`src/rtl/oka_split_subproduct_seq_if.sv`:
```
// Operand/result bundle for the OKA split sub-product engine.
// The slave modport is the engine side; the master modport is the producer/consumer side.
interface oka_split_subproduct_seq_if #(
   parameter int unsigned N = 10
);
   localparam int unsigned H = N / 2;

   logic           in_valid;
   logic           in_ready;
   logic [N-1:0]   a;
   logic [N-1:0]   b;
   logic           out_valid;
   logic           out_ready;
   logic [2*H-2:0] p1;
   logic [2*H-2:0] p2;
   logic [2*H-2:0] p3;
   logic [2*H-2:0] p4;
   logic           busy;

   modport master (
      output in_valid, a, b, out_ready,
      input  in_ready, out_valid, p1, p2, p3, p4, busy
   );

   modport slave (
      input  in_valid, a, b, out_ready,
      output in_ready, out_valid, p1, p2, p3, p4, busy
   );
endinterface

```
`src/rtl/oka_split_subproduct_seq.sv`:
```
// Sequential OKA front end: splits operands into even/odd halves and forms the H x H carry-less
// sub-products on one shift-and-XOR datapath. Define KARATSUBA_MID_EN for the 3-product schedule.
module oka_split_subproduct_seq #(
   parameter int unsigned N = 10
) (
   input logic                      clk,
   input logic                      rst,
   oka_split_subproduct_seq_if.slave bus
);
   localparam int unsigned H    = N / 2;
   localparam int unsigned W    = 2 * H - 1;
   localparam int unsigned BitW = (H > 1) ? $clog2(H) : 1;
`ifdef KARATSUBA_MID_EN
   localparam int unsigned NumProd = 3;
`else
   localparam int unsigned NumProd = 4;
`endif

   typedef enum logic [1:0] {StIdle, StMul, StDone} state_e;

   state_e          state_q, state_d;
   logic [H-1:0]    ae_q, ae_d, ao_q, ao_d, be_q, be_d, bo_q, bo_d;
   logic [W-1:0]    acc_q, acc_d;
   logic [BitW-1:0] bit_idx_q, bit_idx_d;
   logic [1:0]      prod_idx_q, prod_idx_d;
   logic [W-1:0]    p1_q, p1_d, p2_q, p2_d, p3_q, p3_d, p4_q, p4_d;

   logic [H-1:0]    a_even, a_odd, b_even, b_odd;
   logic [H-1:0]    mcand, mplier;
   logic [W-1:0]    partial, acc_x;

   always_comb begin
      a_even = '0;
      a_odd  = '0;
      b_even = '0;
      b_odd  = '0;
      for (int unsigned i = 0; i < H; i++) begin
         a_even[i] = bus.a[2*i];
         a_odd[i]  = bus.a[2*i+1];
         b_even[i] = bus.b[2*i];
         b_odd[i]  = bus.b[2*i+1];
      end
   end

   // Operand pair for the product currently being accumulated.
   always_comb begin
      mcand  = ae_q;
      mplier = be_q;
`ifdef KARATSUBA_MID_EN
      unique case (prod_idx_q)
         2'd1: begin
            mcand  = ao_q;
            mplier = bo_q;
         end
         2'd2: begin
            mcand  = ae_q ^ ao_q;
            mplier = be_q ^ bo_q;
         end
         default: ;
      endcase
`else
      unique case (prod_idx_q)
         2'd1: mplier = bo_q;
         2'd2: mcand = ao_q;
         2'd3: begin
            mcand  = ao_q;
            mplier = bo_q;
         end
         default: ;
      endcase
`endif
      partial = mplier[bit_idx_q] ? (W'(mcand) << bit_idx_q) : '0;
      acc_x   = acc_q ^ partial;
   end

   always_comb begin
      state_d    = state_q;
      ae_d       = ae_q;
      ao_d       = ao_q;
      be_d       = be_q;
      bo_d       = bo_q;
      acc_d      = acc_q;
      bit_idx_d  = bit_idx_q;
      prod_idx_d = prod_idx_q;
      p1_d       = p1_q;
      p2_d       = p2_q;
      p3_d       = p3_q;
      p4_d       = p4_q;
      unique case (state_q)
         StIdle: begin
            if (bus.in_valid) begin
               ae_d       = a_even;
               ao_d       = a_odd;
               be_d       = b_even;
               bo_d       = b_odd;
               acc_d      = '0;
               bit_idx_d  = '0;
               prod_idx_d = '0;
               state_d    = StMul;
            end
         end
         StMul: begin
            if (bit_idx_q == BitW'(H - 1)) begin
               acc_d      = '0;
               bit_idx_d  = '0;
               prod_idx_d = prod_idx_q + 2'd1;
`ifdef KARATSUBA_MID_EN
               // Middle term folds out p1 and p4 so p2^p3 matches the 4-product build.
               unique case (prod_idx_q)
                  2'd0: p1_d = acc_x;
                  2'd1: p4_d = acc_x;
                  default: begin
                     p2_d = acc_x ^ p1_q ^ p4_q;
                     p3_d = '0;
                  end
               endcase
`else
               unique case (prod_idx_q)
                  2'd0: p1_d = acc_x;
                  2'd1: p2_d = acc_x;
                  2'd2: p3_d = acc_x;
                  default: p4_d = acc_x;
               endcase
`endif
               if (prod_idx_q == 2'(NumProd - 1)) begin
                  prod_idx_d = '0;
                  state_d    = StDone;
               end
            end else begin
               acc_d     = acc_x;
               bit_idx_d = bit_idx_q + BitW'(1);
            end
         end
         StDone: begin
            if (bus.out_ready) state_d = StIdle;
         end
         default: state_d = StIdle;
      endcase
   end

   always_ff @(posedge clk) begin
      if (rst) begin
         state_q    <= StIdle;
         ae_q       <= '0;
         ao_q       <= '0;
         be_q       <= '0;
         bo_q       <= '0;
         acc_q      <= '0;
         bit_idx_q  <= '0;
         prod_idx_q <= '0;
         p1_q       <= '0;
         p2_q       <= '0;
         p3_q       <= '0;
         p4_q       <= '0;
      end else begin
         state_q    <= state_d;
         ae_q       <= ae_d;
         ao_q       <= ao_d;
         be_q       <= be_d;
         bo_q       <= bo_d;
         acc_q      <= acc_d;
         bit_idx_q  <= bit_idx_d;
         prod_idx_q <= prod_idx_d;
         p1_q       <= p1_d;
         p2_q       <= p2_d;
         p3_q       <= p3_d;
         p4_q       <= p4_d;
      end
   end

   assign bus.in_ready  = (state_q == StIdle);
   assign bus.busy      = (state_q == StMul);
   assign bus.out_valid = (state_q == StDone);
   assign bus.p1        = p1_q;
   assign bus.p2        = p2_q;
   assign bus.p3        = p3_q;
   assign bus.p4        = p4_q;
endmodule

```
`src/flat_wrapper.sv`:
```
// flat-port wrapper written by rule: the top's interface ports become plain ports
module oka_split_subproduct_seq_flat 
#(
   parameter int unsigned N = 10
)
  (clk, rst, bus_in_valid, bus_a, bus_b, bus_out_ready, bus_in_ready, bus_out_valid, bus_p1, bus_p2, bus_p3, bus_p4, bus_busy);
  oka_split_subproduct_seq_if #(.N(N)) bus_i ();
  input logic clk;
  input logic rst;
  input wire logic [$bits(bus_i.in_valid)-1:0] bus_in_valid;
  input wire logic [$bits(bus_i.a)-1:0] bus_a;
  input wire logic [$bits(bus_i.b)-1:0] bus_b;
  input wire logic [$bits(bus_i.out_ready)-1:0] bus_out_ready;
  output wire logic [$bits(bus_i.in_ready)-1:0] bus_in_ready;
  output wire logic [$bits(bus_i.out_valid)-1:0] bus_out_valid;
  output wire logic [$bits(bus_i.p1)-1:0] bus_p1;
  output wire logic [$bits(bus_i.p2)-1:0] bus_p2;
  output wire logic [$bits(bus_i.p3)-1:0] bus_p3;
  output wire logic [$bits(bus_i.p4)-1:0] bus_p4;
  output wire logic [$bits(bus_i.busy)-1:0] bus_busy;
  assign bus_i.in_valid = bus_in_valid;
  assign bus_i.a = bus_a;
  assign bus_i.b = bus_b;
  assign bus_i.out_ready = bus_out_ready;
  assign bus_in_ready = bus_i.in_ready;
  assign bus_out_valid = bus_i.out_valid;
  assign bus_p1 = bus_i.p1;
  assign bus_p2 = bus_i.p2;
  assign bus_p3 = bus_i.p3;
  assign bus_p4 = bus_i.p4;
  assign bus_busy = bus_i.busy;
  oka_split_subproduct_seq #(.N(N)) u_core (.clk(clk), .rst(rst), .bus(bus_i));
endmodule
```
`config.mk`:
```
export PLATFORM = sky130hd
export DESIGN_NAME = oka_split_subproduct_seq_flat
export DESIGN_NICKNAME = d
export VERILOG_FILES = /design/src/rtl/oka_split_subproduct_seq_if.sv /design/src/rtl/oka_split_subproduct_seq.sv /design/src/flat_wrapper.sv
export SDC_FILE = /design/constraint.sdc
export NUM_CORES = 1
export LEC_CHECK = 0
export CAP_MARGIN = 20
export CORE_AREA = 2 2 89 91
export CTS_CLUSTER_DIAMETER = 50
export CTS_CLUSTER_SIZE = 24
export DETAILED_ROUTE_END_ITERATION = 8
export DIE_AREA = 0 0 91 93
export GPL_ROUTABILITY_DRIVEN = 0
export PLACE_DENSITY = 0.69
export SKIP_LAST_GASP = 1
export SLEW_MARGIN = 40
export SYNTH_ARGS = -nofsm -noshare
export SYNTH_HDL_FRONTEND = slang
export SYNTH_SLANG_ARGS = --single-unit
```
`constraint.sdc`:
```
create_clock -name clk -period 4.48 [get_ports clk]
set_input_delay 0.896 -clock clk [delete_from_list [all_inputs] [get_ports clk]]
set_output_delay 0.896 -clock clk [all_outputs]
set_load 0.02 [all_outputs]
```
Word level (Yosys, flattened, before mapping)
Cells that the tools add are included.

storage, ports and cells
  bits in registers = 72
  output and inout port bits = 39
  word-level logic and storage cells = 62

cells by class
  add/sub/neg operators = 2
  magnitude comparators = 1
  equal/unequal tests = 10
  shifts and indexed selects = 1
  multiplexer cells = 20
  bitwise gates (word level) = 2
  reduce and logical (&&, ||, !) cells = 14

operators by type and width
  cell                                                  number
  two-way mux 9 bit                                     3
  case mux 9 bit (2 select lines)                       1
  AND reduction 3 bit                                   5
  two-way mux 2 bit                                     7
  two-way mux 5 bit                                     2
  left shift 5 x 3 -> 9 bit                             1
  XOR 9 bit                                             1
  equality test 2 bit (second input constant)           3
  two-way mux 3 bit                                     2
  case mux 2 bit (3 select lines)                       1
  case mux 3 bit (2 select lines)                       1
  equality test 2 x 1 -> 1 bit (second input constant)  2
  zero test 2 bit                                       2
  < comparator 3 x 4 -> 1 bit (second input constant)   1
  != test 2 x 1 -> 1 bit (second input constant)        2
  != test 2 bit (second input constant)                 2
  case mux 2 bit (2 select lines)                       1
  AND reduction 2 bit                                   2
  AND reduction 4 bit                                   1
  OR reduction 2 bit                                    2
  adder 3 x 1 -> 3 bit (second input constant)          1
  binary-select mux 1 bit (select 3 bit)                1
  equality test 3 bit (second input constant)           1
  OR reduction 3 bit                                    1
  4 further kinds                                       4

Depth between registers and ports, before layout
  word-level depth = 9
  gate-level depth with buffers = 10
  gate-level depth less buffers = 8

Least setup slack after synthesis
No wires, ideal clock.

  path type = register -> register
  start = reg u_core.prod_idx_q[0]
  end = reg u_core.p2_q[8], in the netlist u_core.bus.p2[8]
  library setup time = 0.137 ns
  arrival = 2.253 ns
  data required time = 4.343 ns
  setup slack = 2.089 ns
  stages on the path, launching flop included = 9
  path buffers = 0
  path through = dfxtp_1 -> inv_1 -> ha_1 -> nor2_1 -> mux4_1 -> mux2_2 -> and2_1 -> xnor2_1 -> a211oi_1

on the way
  cells in the longest elaborated chain, start to end = 7

ends and longest elaborated chain
  what                                                                 line                                                             source
  start, declared                                                      oka_split_subproduct_seq.sv:25                                   logic [1:0] prod_idx_q, prod_idx_d;
  start signal, assigned                                               oka_split_subproduct_seq.sv:163                                  prod_idx_q <= prod_idx_d;
  equality test 2 x 1 -> 1 bit or equality test 2 bit (tied branches)  oka_split_subproduct_seq.sv:62, oka_split_subproduct_seq.sv:118
  OR reduction 2 bit (no source line)                                  -
  two-way mux 5 bit                                                    oka_split_subproduct_seq.sv:62                                   unique case (prod_idx_q)
  binary-select mux 1 bit (select 3 bit)                               oka_split_subproduct_seq.sv:72                                   partial = mplier[bit_idx_q] ? (W'(mcand) << bit_idx_q) : '0;
  two-way mux 1 bit (not written as such)                              oka_split_subproduct_seq.sv:72
  two-way mux 9 bit                                                    oka_split_subproduct_seq.sv:72
  XOR 9 bit                                                            oka_split_subproduct_seq.sv:73                                   acc_x = acc_q ^ partial;
  end signal, assigned                                                 oka_split_subproduct_seq.sv:165                                  p2_q <= p2_d;
  end, declared                                                        oka_split_subproduct_seq.sv:26                                   logic [W-1:0] p1_q, p1_d, p2_q, p2_d, p3_q, p3_d, p4_q, p4_d;

Several ways; a longest one is shown, not always the timed one. The select of a mux whose other input is x is not followed.
A chain may end at the register's enable or synchronous reset.

Final worst setup path
  start = reg u_core.prod_idx_q[0]
  end = reg u_core.p4_q[4], in the netlist u_core.bus.p4[4]

on the way
  cells in the longest elaborated chain, start to end = 7

ends and longest elaborated chain
  what                                                                 line                                                             source
  equality test 2 x 1 -> 1 bit or equality test 2 bit (tied branches)  oka_split_subproduct_seq.sv:62, oka_split_subproduct_seq.sv:118
  OR reduction 2 bit (no source line)                                  -
  two-way mux 5 bit                                                    oka_split_subproduct_seq.sv:62
  binary-select mux 1 bit (select 3 bit)                               oka_split_subproduct_seq.sv:72
  two-way mux 1 bit (not written as such)                              oka_split_subproduct_seq.sv:72
  two-way mux 9 bit                                                    oka_split_subproduct_seq.sv:72
  XOR 9 bit                                                            oka_split_subproduct_seq.sv:73
  end signal, assigned                                                 oka_split_subproduct_seq.sv:167                                  p4_q <= p4_d;
  end, declared                                                        oka_split_subproduct_seq.sv:26

Several ways; a longest one is shown, not always the timed one. The select of a mux whose other input is x is not followed.

==> qor.yml <==
grt-ovfl-total: 0
pre_cts_slack_ps: 1320
hold_viol: 0
clk_pin_slew_ps: 70
synth_area_sq_um: 3250
switchingPower_w: 0.000311
synth_edf_count: 0
dieArea_sq_um: 8460
fin_tns_setup_ps: 0
required_ps: 4730
ir_drop_mv: 0.144
ant_nets: 0
critPathCaptureType: "register"
cp-start-kind: "register"
vias: 2776
maxCapViolations: 0
post_synth_num_cell_types: 52
worstPathArrival_ps: 3160
die_w_microns: 91
wire_per_inst_microns: 14.3
drc: 0
crit_chain: "inv_1 > ha_1 > nor2_2 > mux4_1 > mux2_2 > o221ai_2 > xnor2_1 > a211oi_1"
tritoncts: "built"
rows: 32
cts_max_level: 3
coreArea_sq_um: 7530
avgSynthCellArea_sq_um: 8.70
hp-class: "register to register"
dr.pass1.iters: 5
yosysSeqAreaShare: 0.443
grt_pass1_wl_microns: 12600
synthFlopType: "dfxtp_1"
p_leak_nw: 1.38
grt_max_degree: 44
crit_type: "register to register"
dpl_cell_area_sq_um: 3910
power_density_nw_per_um2: 316
path_max_fanout: 12
critPathMaxStageDelay_ps: 640
nets: 454
slowest_stage: "mux4_1"
postCtsSetupRepairBufs: 0
cts_buffers: 9
cts_root_buffer: "clkbuf_8"
yosysMostFrequentCell: "dfxtp_1"
finalCritPeriodShare: 0.649
async_flop_share: 0
setup_viol: 0
instances_no_fill: 528
grt.total_usage: 0.187
swShare: 0.240
yosysTopAreaCellShare: 0.443
slew_headroom: 0.483
dpl.hpwl_microns: 5600
p_comb_frac: 0.089
syn_nets: 405
avgViaCountPerCell: 5.26
ctsResizeCount: 0
place_inst: 514
initial_core_util: 0.432
fin_worst_skew_ps: 4.74
ys_ff_latch: 72
period_needed_ps: 2910
synth_common_cells: "dfxtp_1 (72), nor2_1 (56), nand2_1 (52), a211oi_1 (37), a21oi_1 (27)"
port_buffers: 62
power.clock.fraction: 0.395
n_antenna_cell: 0
cts.path.max_buffers: 2
synth_area_leaders: "dfxtp_1 (44%), a211oi_1 (8.5%), nor2_1 (6.5%)"
stdcell_area_sq_um: 4100
drive_gt1_frac: 0.0775
grt_pass1_vias: 2583
status: "finished, final reports clean"
fmax_ghz: 0.344
fillCellCount: 766
clock-sinks: 72
worst_slew_pin_slew_ps: 774
wl_microns: 7560
p_seq_frac: 0.516
pin_count: 63
rsz0062_at_grt: "false"
die_height_microns: 93
slew_violations: 0
clkLatencyLatePin_ps: 350
fin_ws_ps: 1570
crit_buf_inv: 1
cp_top_family: "multiplexers"
synthCells: 374
internal_power_w: 0.000986
cts_hold_buf: 0
antenna_found_initial: 0
syn2layout_area_growth_pct: 26.2
yosysWarningCount: 0
yosysTopAreaCell: "dfxtp_1"
drtIter0Drc: 77
worst paths after layout:
check	from	cells after the start	to	slack, ps
setup / recovery	u_core.prod_idx_q[0]$_SDFFE_PP0P_	8	u_core.bus.p4[4]$_SDFFE_PP0P_	1570
hold / removal	u_core.be_q[1]$_SDFFE_PP0P_	2	u_core.be_q[1]$_SDFFE_PP0P_	460
setup reg to reg	u_core.prod_idx_q[0]$_SDFFE_PP0P_	8	u_core.bus.p4[4]$_SDFFE_PP0P_	1570
hold reg to reg	u_core.be_q[1]$_SDFFE_PP0P_	2	u_core.be_q[1]$_SDFFE_PP0P_	460
kinds of logic after synthesis:
kind of cell | Yosys count | share of synthesized area
XOR/XNOR | 9 | 0.0242
multiplexers | 15 | 0.0658
flip-flops | 72 | 0.443
buffers and inverters | 34 | 0.0412
adder cells (fa/ha/maj) | 7 | 0.0269
AO/OA/AOI/OAI | 96 | 0.208
AND/OR/NAND/NOR | 141 | 0.191
placed cells by master, fill, tap and decap left out, drive strengths merged, types with 2 or more instances in the layout:
master         Yosys  layout
inv                7       7
or3b               2       2
nor3               3       3
a211oi            37      37
clkinv             1       2
xnor2              8       8
nand2             52      52
dfxtp             72      72
and2               6       6
o211ai             3       3
buf                7       3
or2                2       2
nand3              3       3
a22oi              3       3
nor2              56      56
nor4               2       2
a31oi              3       3
mux2i              6       6
clkdlybuf4s50      0      61
nand3b             2       2
clkbuf            19      11
nor2b              6       6
a21oi             27      27
o21ai              9       9
ha                 7       7
mux2               5       5
nand2b             2       2
or3                2       2
nand4              2       2
mux4               4       4
registers in the layout (all words and copies together), names as in the netlist:
| register | count |
|---|---|
| u_core.acc_q | 9 |
| u_core.bus.p1 | 9 |
| u_core.bus.p2 | 9 |
| u_core.bus.p3 | 9 |
| u_core.bus.p4 | 9 |
| u_core.ae_q | 5 |
| u_core.ao_q | 5 |
| u_core.be_q | 5 |
| u_core.bo_q | 5 |
| u_core.bit_idx_q | 3 |
| u_core.prod_idx_q | 2 |
| u_core.state_q | 2 |
tightest hold or removal path: stages, from the launching register on:
cell and delay, ps:
dfxtp_1 310, nand2_1 50, a21oi_1 50
through the flow:
| stage | hold WS, ps | utilization | total power (W) |
|---|---|---|---|
| after floorplan | 428 | - | 0.000756 |
| after global placement | 442 | 0.519 | 0.000797 |
| after detailed placement | 450 | 0.519 | 0.000799 |
| after CTS | 461 | 0.545 | 0.00131 |
| after global routing | 493 | 0.545 | 0.00135 |
| final | 459 | 0.545 | 0.00130 |
routing by layer:
| layer | wire, microns | vias up | global-route usage |
|---|---|---|---|
| met5 | 0 | - | 0 |
| li1 | - | 1418 | - |
| met3 | 379 | 14 | 0.0492 |
| met2 | 3520 | 77 | 0.312 |
| met4 | 177 | 0 | 0.0884 |
| met1 | 3480 | 1267 | 0.226 |
layout make-up:
class / instances / area, sq um / share of cell area
multi-input cells: 268 / 1680 / 0.409
flip-flops and latches: 72 / 1440 / 0.351
repair buffers: 64 / 631 / 0.154
clock buffers: 11 / 151 / 0.0369
well taps: 102 / 128 / 0.0311
clock inverters: 3 / 42.5 / 0.0104
inverters: 8 / 30.0 / 0.00732
power by group through the flow:
stage	clock network (W)	logic [W]	registers, W
3_5_place_dp	0	0.000115	0.000683
5_1_grt	0.000551	0.000128	0.000671
2_1_floorplan	0	0.0000805	0.000675
6_report	0.000513	0.000116	0.000669
3_3_place_gp	0	0.000115	0.000682
4_1_cts	0.000524	0.000116	0.000669
Power figures use the tool's default switching activity.
